--- src/rtl/dino_game_ctrl_pkg.sv ---
// Shared types and constants for the dino game-flow controller and its BCD score counter.
package dino_pkg;

  typedef enum logic [1:0] {
    IDLE    = 2'd0,
    RUN     = 2'd1,
    DEAD    = 2'd2,
    RELEASE = 2'd3
  } game_state_e;

  localparam int unsigned BCD_DIGITS = 6;
  localparam int unsigned BCD_W      = 4 * BCD_DIGITS;
  localparam logic [BCD_W-1:0] BCD_ALL_NINES = 24'h999999;

endpackage

--- src/rtl/dino_game_ctrl_bcd_counter6.sv ---
// Six-digit packed BCD up-counter with synchronous clear and saturation at 999999.
module bcd_counter6
  import dino_pkg::*;
(
  input  logic             clk,
  input  logic             rst,
  input  logic             clear,
  input  logic             inc,
  output logic [BCD_W-1:0] q,
  output logic             carry_tens,
  output logic             saturated
);

  logic [BCD_W-1:0] r_q;
  logic [BCD_W-1:0] w_next;
  logic             w_carry;

  // Ripple the +1 through the digits; a digit at 9 wraps to 0 and passes the carry on.
  always_comb begin
    w_next  = r_q;
    w_carry = inc & ~saturated;
    for (int unsigned i = 0; i < BCD_DIGITS; i++) begin
      if (w_carry) begin
        if (r_q[4*i +: 4] == 4'd9) begin
          w_next[4*i +: 4] = 4'd0;
        end else begin
          w_next[4*i +: 4] = r_q[4*i +: 4] + 4'd1;
          w_carry          = 1'b0;
        end
      end
    end
  end

  always_ff @(posedge clk) begin
    if (rst || clear) r_q <= '0;
    else              r_q <= w_next;
  end

  assign q          = r_q;
  // High when the next increment lands on a multiple of 100.
  assign carry_tens = (r_q[7:0] == 8'h99);
  assign saturated  = (r_q == BCD_ALL_NINES);

endmodule

--- src/rtl/dino_game_ctrl.sv ---
// Game-flow controller: IDLE/RUN/DEAD/RELEASE FSM, frame-paced BCD scoring,
// high-score tracking and obstacle speed level.
module dino_game_ctrl
  import dino_pkg::*;
#(
  parameter int unsigned FRAMES_PER_POINT = 6,
  parameter int unsigned DEAD_HOLD_FRAMES = 30,
  parameter int unsigned MAX_SPEED        = 7
) (
  input  logic        clk_100,
  input  logic        rst,
  input  logic        frame_tick,
  input  logic        btn_jump,
  input  logic        collision,
  output logic        is_living,
  output logic [1:0]  game_state,
  output logic [23:0] score_bcd,
  output logic [23:0] hi_score_bcd,
  output logic        new_record,
  output logic [2:0]  speed_level,
  output logic        point_pulse
);

  localparam int unsigned FRAME_W = $clog2(FRAMES_PER_POINT + 1);
  localparam int unsigned HOLD_W  = $clog2(DEAD_HOLD_FRAMES + 1);
  localparam logic [FRAME_W-1:0] FRAME_LAST = FRAME_W'(FRAMES_PER_POINT - 1);
  localparam logic [HOLD_W-1:0]  HOLD_DONE  = HOLD_W'(DEAD_HOLD_FRAMES);
  localparam logic [2:0]         SPEED_MAX  = 3'(MAX_SPEED);

  game_state_e        r_state, w_state_next;
  logic               r_btn_prev;
  logic               r_living;
  logic               r_new_record;
  logic               r_point_pulse;
  logic [FRAME_W-1:0] r_frame_cnt;
  logic [HOLD_W-1:0]  r_hold_cnt;
  logic [2:0]         r_speed;
  logic [BCD_W-1:0]   r_hi;

  logic             w_press;
  logic             w_start;
  logic             w_die;
  logic             w_frame_wrap;
  logic             w_inc;
  logic             w_carry_tens;
  logic             w_saturated;
  logic [BCD_W-1:0] w_score;

  assign w_press = btn_jump & ~r_btn_prev;

  always_comb begin
    w_state_next = r_state;
    w_start      = 1'b0;
    w_die        = 1'b0;
    w_frame_wrap = 1'b0;
    case (r_state)
      IDLE, RELEASE: begin
        if (w_press) begin
          w_state_next = RUN;
          w_start      = 1'b1;
        end
      end
      RUN: begin
        // Collision wins over a coincident scoring tick.
        if (collision) begin
          w_state_next = DEAD;
          w_die        = 1'b1;
        end else if (frame_tick && (r_frame_cnt == FRAME_LAST)) begin
          w_frame_wrap = 1'b1;
        end
      end
      DEAD: begin
        if ((r_hold_cnt == HOLD_DONE) && !btn_jump) w_state_next = RELEASE;
      end
      default: w_state_next = IDLE;
    endcase
  end

  assign w_inc = w_frame_wrap & ~w_saturated;

  bcd_counter6 u_score (
    .clk        (clk_100),
    .rst        (rst),
    .clear      (w_start),
    .inc        (w_inc),
    .q          (w_score),
    .carry_tens (w_carry_tens),
    .saturated  (w_saturated)
  );

  always_ff @(posedge clk_100) begin
    if (rst) begin
      r_state       <= IDLE;
      r_btn_prev    <= 1'b0;
      r_living      <= 1'b0;
      r_new_record  <= 1'b0;
      r_point_pulse <= 1'b0;
      r_frame_cnt   <= '0;
      r_hold_cnt    <= '0;
      r_speed       <= '0;
      r_hi          <= '0;
    end else begin
      r_state       <= w_state_next;
      r_btn_prev    <= btn_jump;
      r_living      <= (w_state_next == RUN);
      r_point_pulse <= w_inc;

      if (w_start) begin
        r_frame_cnt <= '0;
        r_speed     <= '0;
      end else begin
        if (r_state == RUN && !collision && frame_tick)
          r_frame_cnt <= w_frame_wrap ? '0 : r_frame_cnt + 1'b1;
        if (w_inc && w_carry_tens && (r_speed < SPEED_MAX))
          r_speed <= r_speed + 3'd1;
      end

      if (w_start) begin
        r_new_record <= 1'b0;
      end else if (w_die && (w_score > r_hi)) begin
        r_hi         <= w_score;
        r_new_record <= 1'b1;
      end

      // Hold count saturates at the lockout length so DEAD can wait on a held button.
      if (w_die)
        r_hold_cnt <= '0;
      else if (r_state == DEAD && frame_tick && (r_hold_cnt != HOLD_DONE))
        r_hold_cnt <= r_hold_cnt + 1'b1;
    end
  end

  assign is_living    = r_living;
  assign game_state   = r_state;
  assign score_bcd    = w_score;
  assign hi_score_bcd = r_hi;
  assign new_record   = r_new_record;
  assign speed_level  = r_speed;
  assign point_pulse  = r_point_pulse;

endmodule
--- config.mk ---
export PLATFORM = sky130hd
export DESIGN_NAME = dino_game_ctrl
export DESIGN_NICKNAME = d
export VERILOG_FILES = /design/src/rtl/dino_game_ctrl_pkg.sv /design/src/rtl/dino_game_ctrl_bcd_counter6.sv /design/src/rtl/dino_game_ctrl.sv
export SDC_FILE = /design/constraint.sdc
export NUM_CORES = 1
export LEC_CHECK = 0
export ABC_AREA = 1
export ABC_CLOCK_PERIOD_IN_PS = 1800
export CAP_MARGIN = 25
export CORE_UTILIZATION = 33
export DETAILED_ROUTE_END_ITERATION = 7
export GPL_TIMING_DRIVEN = 0
export PLACE_DENSITY_LB_ADDON = 0.08
export SYNTH_ARGS = -nofsm -noshare
export SYNTH_HDL_FRONTEND = slang
export SYNTH_HIERARCHICAL = 1
export SYNTH_SLANG_ARGS = --single-unit
export TNS_END_PERCENT = 10
--- constraint.sdc ---
create_clock -name clk_100 -period 1.8 [get_ports clk_100]
set_input_delay 0.36 -clock clk_100 [delete_from_list [all_inputs] [get_ports clk_100]]
set_output_delay 0.36 -clock clk_100 [all_outputs]
set_load 0.02 [all_outputs]
==> metrics.yaml, run 1 <==
critical_path:
  cpPeakStageDelay_ps: 350
  critPathBufInv: 5
  criticalPathCategory: "reg -> reg"
  arrival_ps: 2180
  crit_chain: "inv_4 > ha_4 > nand2_4 > nor2_4 > nand2_2 > nor2_4 > buf_6 > a21oi_4 > nand3_4 > buf_12 > buf_8 > nand2_2 > inv_2 > nor2_2"
  reg2reg_depth: 14
  cp-end-kind: "flop"
  cp_max_fo: 5
  required_ps: 2080
  r2r_setup_slack_ps: -100
  cp_top_family: "simple AND/OR/NAND/NOR gates"
  critPathSlowestCell: "dfxtp_4"
  r2r-start: "hi_score_bcd[15]"
  timing.rr.end: "hi_score_bcd[8]"
  critPathLaunchType: "flop"
timing:
  worst_slew_pin_slew_ps: 600
  finalSetupViolations: 15
  relSlewSlack_pct: 60.0
  setup_ws_ps: -102
  slew_violations: 0
  rsz0062_at_grt: "true"
  fmax_ghz: 0.526
  skew_ps: 8.48
  period_share_pct: 106
  fin_crit_ps: 1900
  setup_tns_ps: -829
  finalHoldViolations: 0
grt:
  grt_antenna_before_repair: 0
  gr-total-overflow: 0
  grt_max_degree: 12
  grtUsageMet2_pct: 29.2
  grt_pass1_vias: 3662
  top_usage_layer: "met2"
  grt_usage_pct: 17.6
  grt_pass1_wl_um: 17100
  use_met1_pct: 21.7
  met3_usage_pct: 5.12
worst_hold_path:
  hold_end: "r_hold_cnt[3]"
  hp-class: "reg -> reg"
  hold_path.startpoint: "r_hold_cnt[3]"
  whs_path_depth: 1
floorplanning:
  die_area_mm2: 0.0124
  pin_count: 61
  core_area_mm2: 0.0116
  die_w_um: 111
  fp.dieH_um: 111
  rows: 39
  start_util_pct: 34.2
final_layout:
  finalNonFillerCells: 827
  nets: 715
  area_growth_pct: 50.4
  multi_input_area_mm2: 0.00256
  ff_latch_area_mm2: 0.00140
  drive_gt1_share_pct: 33.2
  num-fill-cells: 1131
  diodes: 0
logic_synthesis:
  synthArstFlopShare_pct: 0
  syn-cell-area_mm2: 0.00395
  ys_seq_elements: 65
  seq_area_frac_synth_pct: 32.9
  postSynthAreaPerCell_um2: 6.81
  synth.distinct_cells: 34
  syn_nets: 616
  synth_top_cell_by_area: "dfxtp_1"
  yosysWarnings: 6
  synthFlopType: "dfxtp_1"
  yosysMostFrequentCell: "nand2_1"
  ys_top_cells_by_count: "nand2_1 (128), inv_1 (112), nor2_1 (70)"
  ys_top_cells_by_area: "dfxtp_1 (33%), nand2_1 (12%), inv_1 (11%)"
  synth_edf_count: 0
  yosysTopAreaCellShare_pct: 32.9
  synth_cells: 580
status:
  violations: "design-rule violations, negative setup slack"
  status: "finished, violations left"
drt:
  wl_per_cell_um: 12.5
  first_iter_violations: 148
  ant_nets: 0
  via_per_inst: 4.58
  dr.pass1.iters: 6
  drc: 10
  wl_um: 10300
  dr_total_vias: 3789
clock_network:
  cts.sinks: 65
  clk_pin_slew_ps: 50
  clk_latency_ps: 340
  cts_tree: "yes"
  holdBufCountCts: 0
  clock_path_buffers: 2
  cts_buffers: 9
  cts_max_level: 3
  cts-root-buf: "clkbuf_16"
power:
  p_per_area_mw_per_mm2: 822
  vdd_ir_drop_max_v: 0.000473
  leakage_nw: 2.51
place:
  port_buffers: 60
  dp_cells: 783
  gp_congestion: 0.806
  place_worst_setup_slack_ps: -623
  hpwlAfterDp_um: 6940
run:
  maxCapViolCount: 0
-- kinds of logic (layout without fill, tap and decap cells) --
logic type | after synthesis | after routing | share of synthesized area [%]
buf+inv | 140 | 244 | 13.9
fa+ha+maj | 31 | 31 | 9.82
simple gates | 284 | 284 | 35.0
xor+xnor | 4 | 4 | 0.887
flops | 65 | 65 | 32.9
compound gates | 56 | 56 | 7.54
-- per-layer routing --
layer  wire, µm  share of wire [%]
met5          0                  0
met1       4920                 48
met2       4900                 48
met4        130                1.3
met3        350                3.4
-- how the worst max path moves through the flow --
stage | slack [ps] | depth (start not counted) | endpoint | startpoint
CTS | -100 | 14 | hi_score_bcd[7] | hi_score_bcd[21]
global placement | -610 | 7 | u_score/q[10] | btn_jump
detailed placement | -620 | 7 | u_score/q[10] | btn_jump
finish | -100 | 14 | hi_score_bcd[8] | hi_score_bcd[15]
floorplan | -10 | 12 | hi_score_bcd[11] | u_score/q[5]
global route | -200 | 14 | hi_score_bcd[9] | hi_score_bcd[5]
-- per-stage QoR --
step / hold WS (ps) / instance area [µm²] / total power (W) / utilization, %
final: 479 / 5940 / 0.00488 / 51.4
after global routing: 504 / 5940 / 0.00511 / 51.4
after CTS: 486 / 5640 / 0.00488 / 48.8
after detailed placement: 479 / 4780 / 0.00218 / 41.4
after global placement: 468 / 4780 / 0.00218 / 41.4
after floorplan: 424 / 4000 / 0.00216 / -
-- what timing repair did --
action	in CTS	in global routing
pin swaps	33	21
buffers inserted	17	12
cloned	2	0
resized for setup	90	74
setup endpoints to repair	65	52
-- cell usage in the layout, fill, tap and decap left out, types with 23 or more instances in the layout --
cell type,Yosys,layout
inv_1,112,93
clkdlybuf4s50_1,0,54
nand2_2,6,23
inv_2,15,30
nor2_1,70,60
nand4_1,25,25
nand2_1,128,106
dfxtp_2,0,28
buf_4,0,28
a21oi_1,32,30
-- sequential cells by signal, indices dropped and copies added (netlist names), 2 cells and up --
signal	count
game_state	2
u_score/q	24
speed_level	3
hi_score_bcd	24
r_frame_cnt	3
r_hold_cnt	5
-- where the power goes --
part	leakage (nW)	switching [W]	internal, W
Sequential	0.553	0.0000234	0.00146
Combinational	1.77	0.000721	0.000500
Clock	0.184	0.000671	0.00151
Total	2.51	0.00142	0.00347
-- cell type report --
| cell class | instances | area share [%] |
|---|---|---|
| buffer | 9 | 1.22 |
| clock buffer | 12 | 4.67 |
| clock inverter | 4 | 1.60 |
| inverter | 129 | 8.36 |
| multi-input combinational | 375 | 43.0 |
| sequential | 65 | 23.6 |
| tap | 143 | 3.01 |
| timing repair buffer | 90 | 14.5 |
Note: power is estimated with default switching activity, not from simulation.
==> run 2: changes to the inputs <==
SKIP_CTS_REPAIR_TIMING = 1   (was unset)
==> metrics.yaml, run 2 (same netlist as run 1, synthesis figures left out) <==
clock_network:
  cts.sinks: 65
  cts_max_level: 3
  cts_buffers: 9
  clk_pin_slew_ps: 60
  clk_latency_ps: 340
  cts-root-buf: "clkbuf_16"
  clock_path_buffers: 2
  cts_tree: "yes"
place:
  port_buffers: 60
  hpwlAfterDp_um: 6940
  place_area_mm2: 0.00478
  gp_congestion: 0.806
critical_path:
  cpPeakStageDelay_ps: 370
  critPathSlowestCell: "dfxtp_4"
  arrival_ps: 2200
  crit_chain: "ha_4 > nand2_4 > nor2_4 > nand2_2 > nor2_4 > nand2_2 > nand3_4 > nand3_4 > clkbuf_16 > nand2_2 > inv_2 > nor2_1"
  cp_max_fo: 8
  cp-end-kind: "flop"
  cp_top_family: "simple AND/OR/NAND/NOR gates"
  critPathLaunchType: "flop"
  timing.critical_path.mode_cell: "nand2_2"
  critPathBufInv: 2
  criticalPathCategory: "reg -> reg"
  required_ps: 2080
final_layout:
  num-fill-cells: 1135
  utilization_pct: 50.3
  layout_common_cells: "nand2_1 (104), inv_1 (92), nor2_1 (59)"
  drive_gt1_share_pct: 31.9
  multi_input_area_mm2: 0.00247
  nets: 712
  ff_latch_area_mm2: 0.00139
  final_cell_area_mm2: 0.00581
  final_common_cell: "nand2_1"
  area_growth_pct: 47.1
  diodes: 0
power:
  leakage_nw: 2.47
  vdd_ir_drop_max_v: 0.000476
  p_per_area_mw_per_mm2: 821
drt:
  wl_per_cell_um: 12.4
  first_iter_violations: 129
  dr_wl_met2_um: 4830
  wl_met3_um: 403
  via_per_inst: 4.58
  drc: 10
  top_layer_used: "met4"
  wl_um: 10300
  wl_met1_um: 4860
  ant_nets: 0
  dr.pass1.iters: 7
  dr_total_vias: 3777
timing:
  slew_violations: 0
  finalHoldViolations: 0
  rsz0062_at_grt: "true"
  finalSetupViolations: 21
  setup_tns_ps: -2050
  worst_slew_pin_slew_ps: 580
  setup_ws_ps: -123
  fin_crit_ps: 1920
  fmax_ghz: 0.520
  relSlewSlack_pct: 61.3
  period_share_pct: 107
  skew_ps: 6.88
floorplanning:
  rows: 39
  die_area_mm2: 0.0124
  core_area_mm2: 0.0116
  start_util_pct: 34.2
  die_w_um: 111
  pin_count: 61
  fp.dieH_um: 111
grt:
  grt_antenna_before_repair: 0
  grt_max_degree: 12
  grt_usage_pct: 16.7
  grt_pass1_wl_um: 16300
  grt_pass1_vias: 3526
  gr-total-overflow: 0
worst_hold_path:
  hp-class: "reg -> reg"
run:
  maxCapViolCount: 0
status:
  violations: "design-rule violations, negative setup slack"
  status: "finished, violations left"
[run 2: cell types whose count changed in the layout (fill, tap and decap cells not counted), moves of 3 or more]
cell,previous run,this run
ha_1,11,18
nand2_2,23,26
nor2_2,10,13
inv_2,30,35
dlygate4sd2_1,4,0
dfxtp_4,18,14
dfxtp_1,19,25
clkdlybuf4s50_1,54,57
ha_4,19,13
inv_4,5,1
[run 2: per-stage QoR]
step	hold slack, ps	cells	total power, W	setup slack [ps]
finish	478	824	0.00477	-123
global route	504	824	0.00500	-240
CTS	486	799	0.00440	-456
floorplan	424	580	0.00216	-10.4
global placement	468	783	0.00218	-608
detailed placement	479	783	0.00218	-623
[run 2: path summary, 6_finish.rpt]
kind                          end  depth (start not counted)  slack, ps     startpoint
setup / recovery  hi_score_bcd[7]                         12       -120  u_score/q[20]
hold / removal      r_hold_cnt[3]                          1        480  r_hold_cnt[3]
setup reg to reg  hi_score_bcd[7]                         12       -120  u_score/q[20]
hold reg to reg     r_hold_cnt[3]                          1        480  r_hold_cnt[3]
[run 2: cell type report]
| cell class | count | area share (%) |
|---|---|---|
| Multi-Input combinational cell | 375 | 42.5 |
| Sequential cell | 65 | 23.9 |
| Timing Repair Buffer | 85 | 14.3 |
| Inverter | 129 | 8.37 |
| Clock buffer | 12 | 4.78 |
| Tap cell | 143 | 3.08 |
| Clock inverter | 4 | 1.64 |
| Buffer | 11 | 1.53 |
[run 2: where the power goes]
part	leakage, nW	internal, W	switching [W]
sequential	0.549	0.00146	0.0000230
clock	0.184	0.00151	0.000665
combinational	1.74	0.000421	0.000689
total	2.47	0.00339	0.00138
[run 2: metal layers]
layer	track usage, %	up-vias
met5	0	-
met1	20.7	1705
met2	27.3	56
met3	5.06	12
met4	5.86	0
li1	-	2004
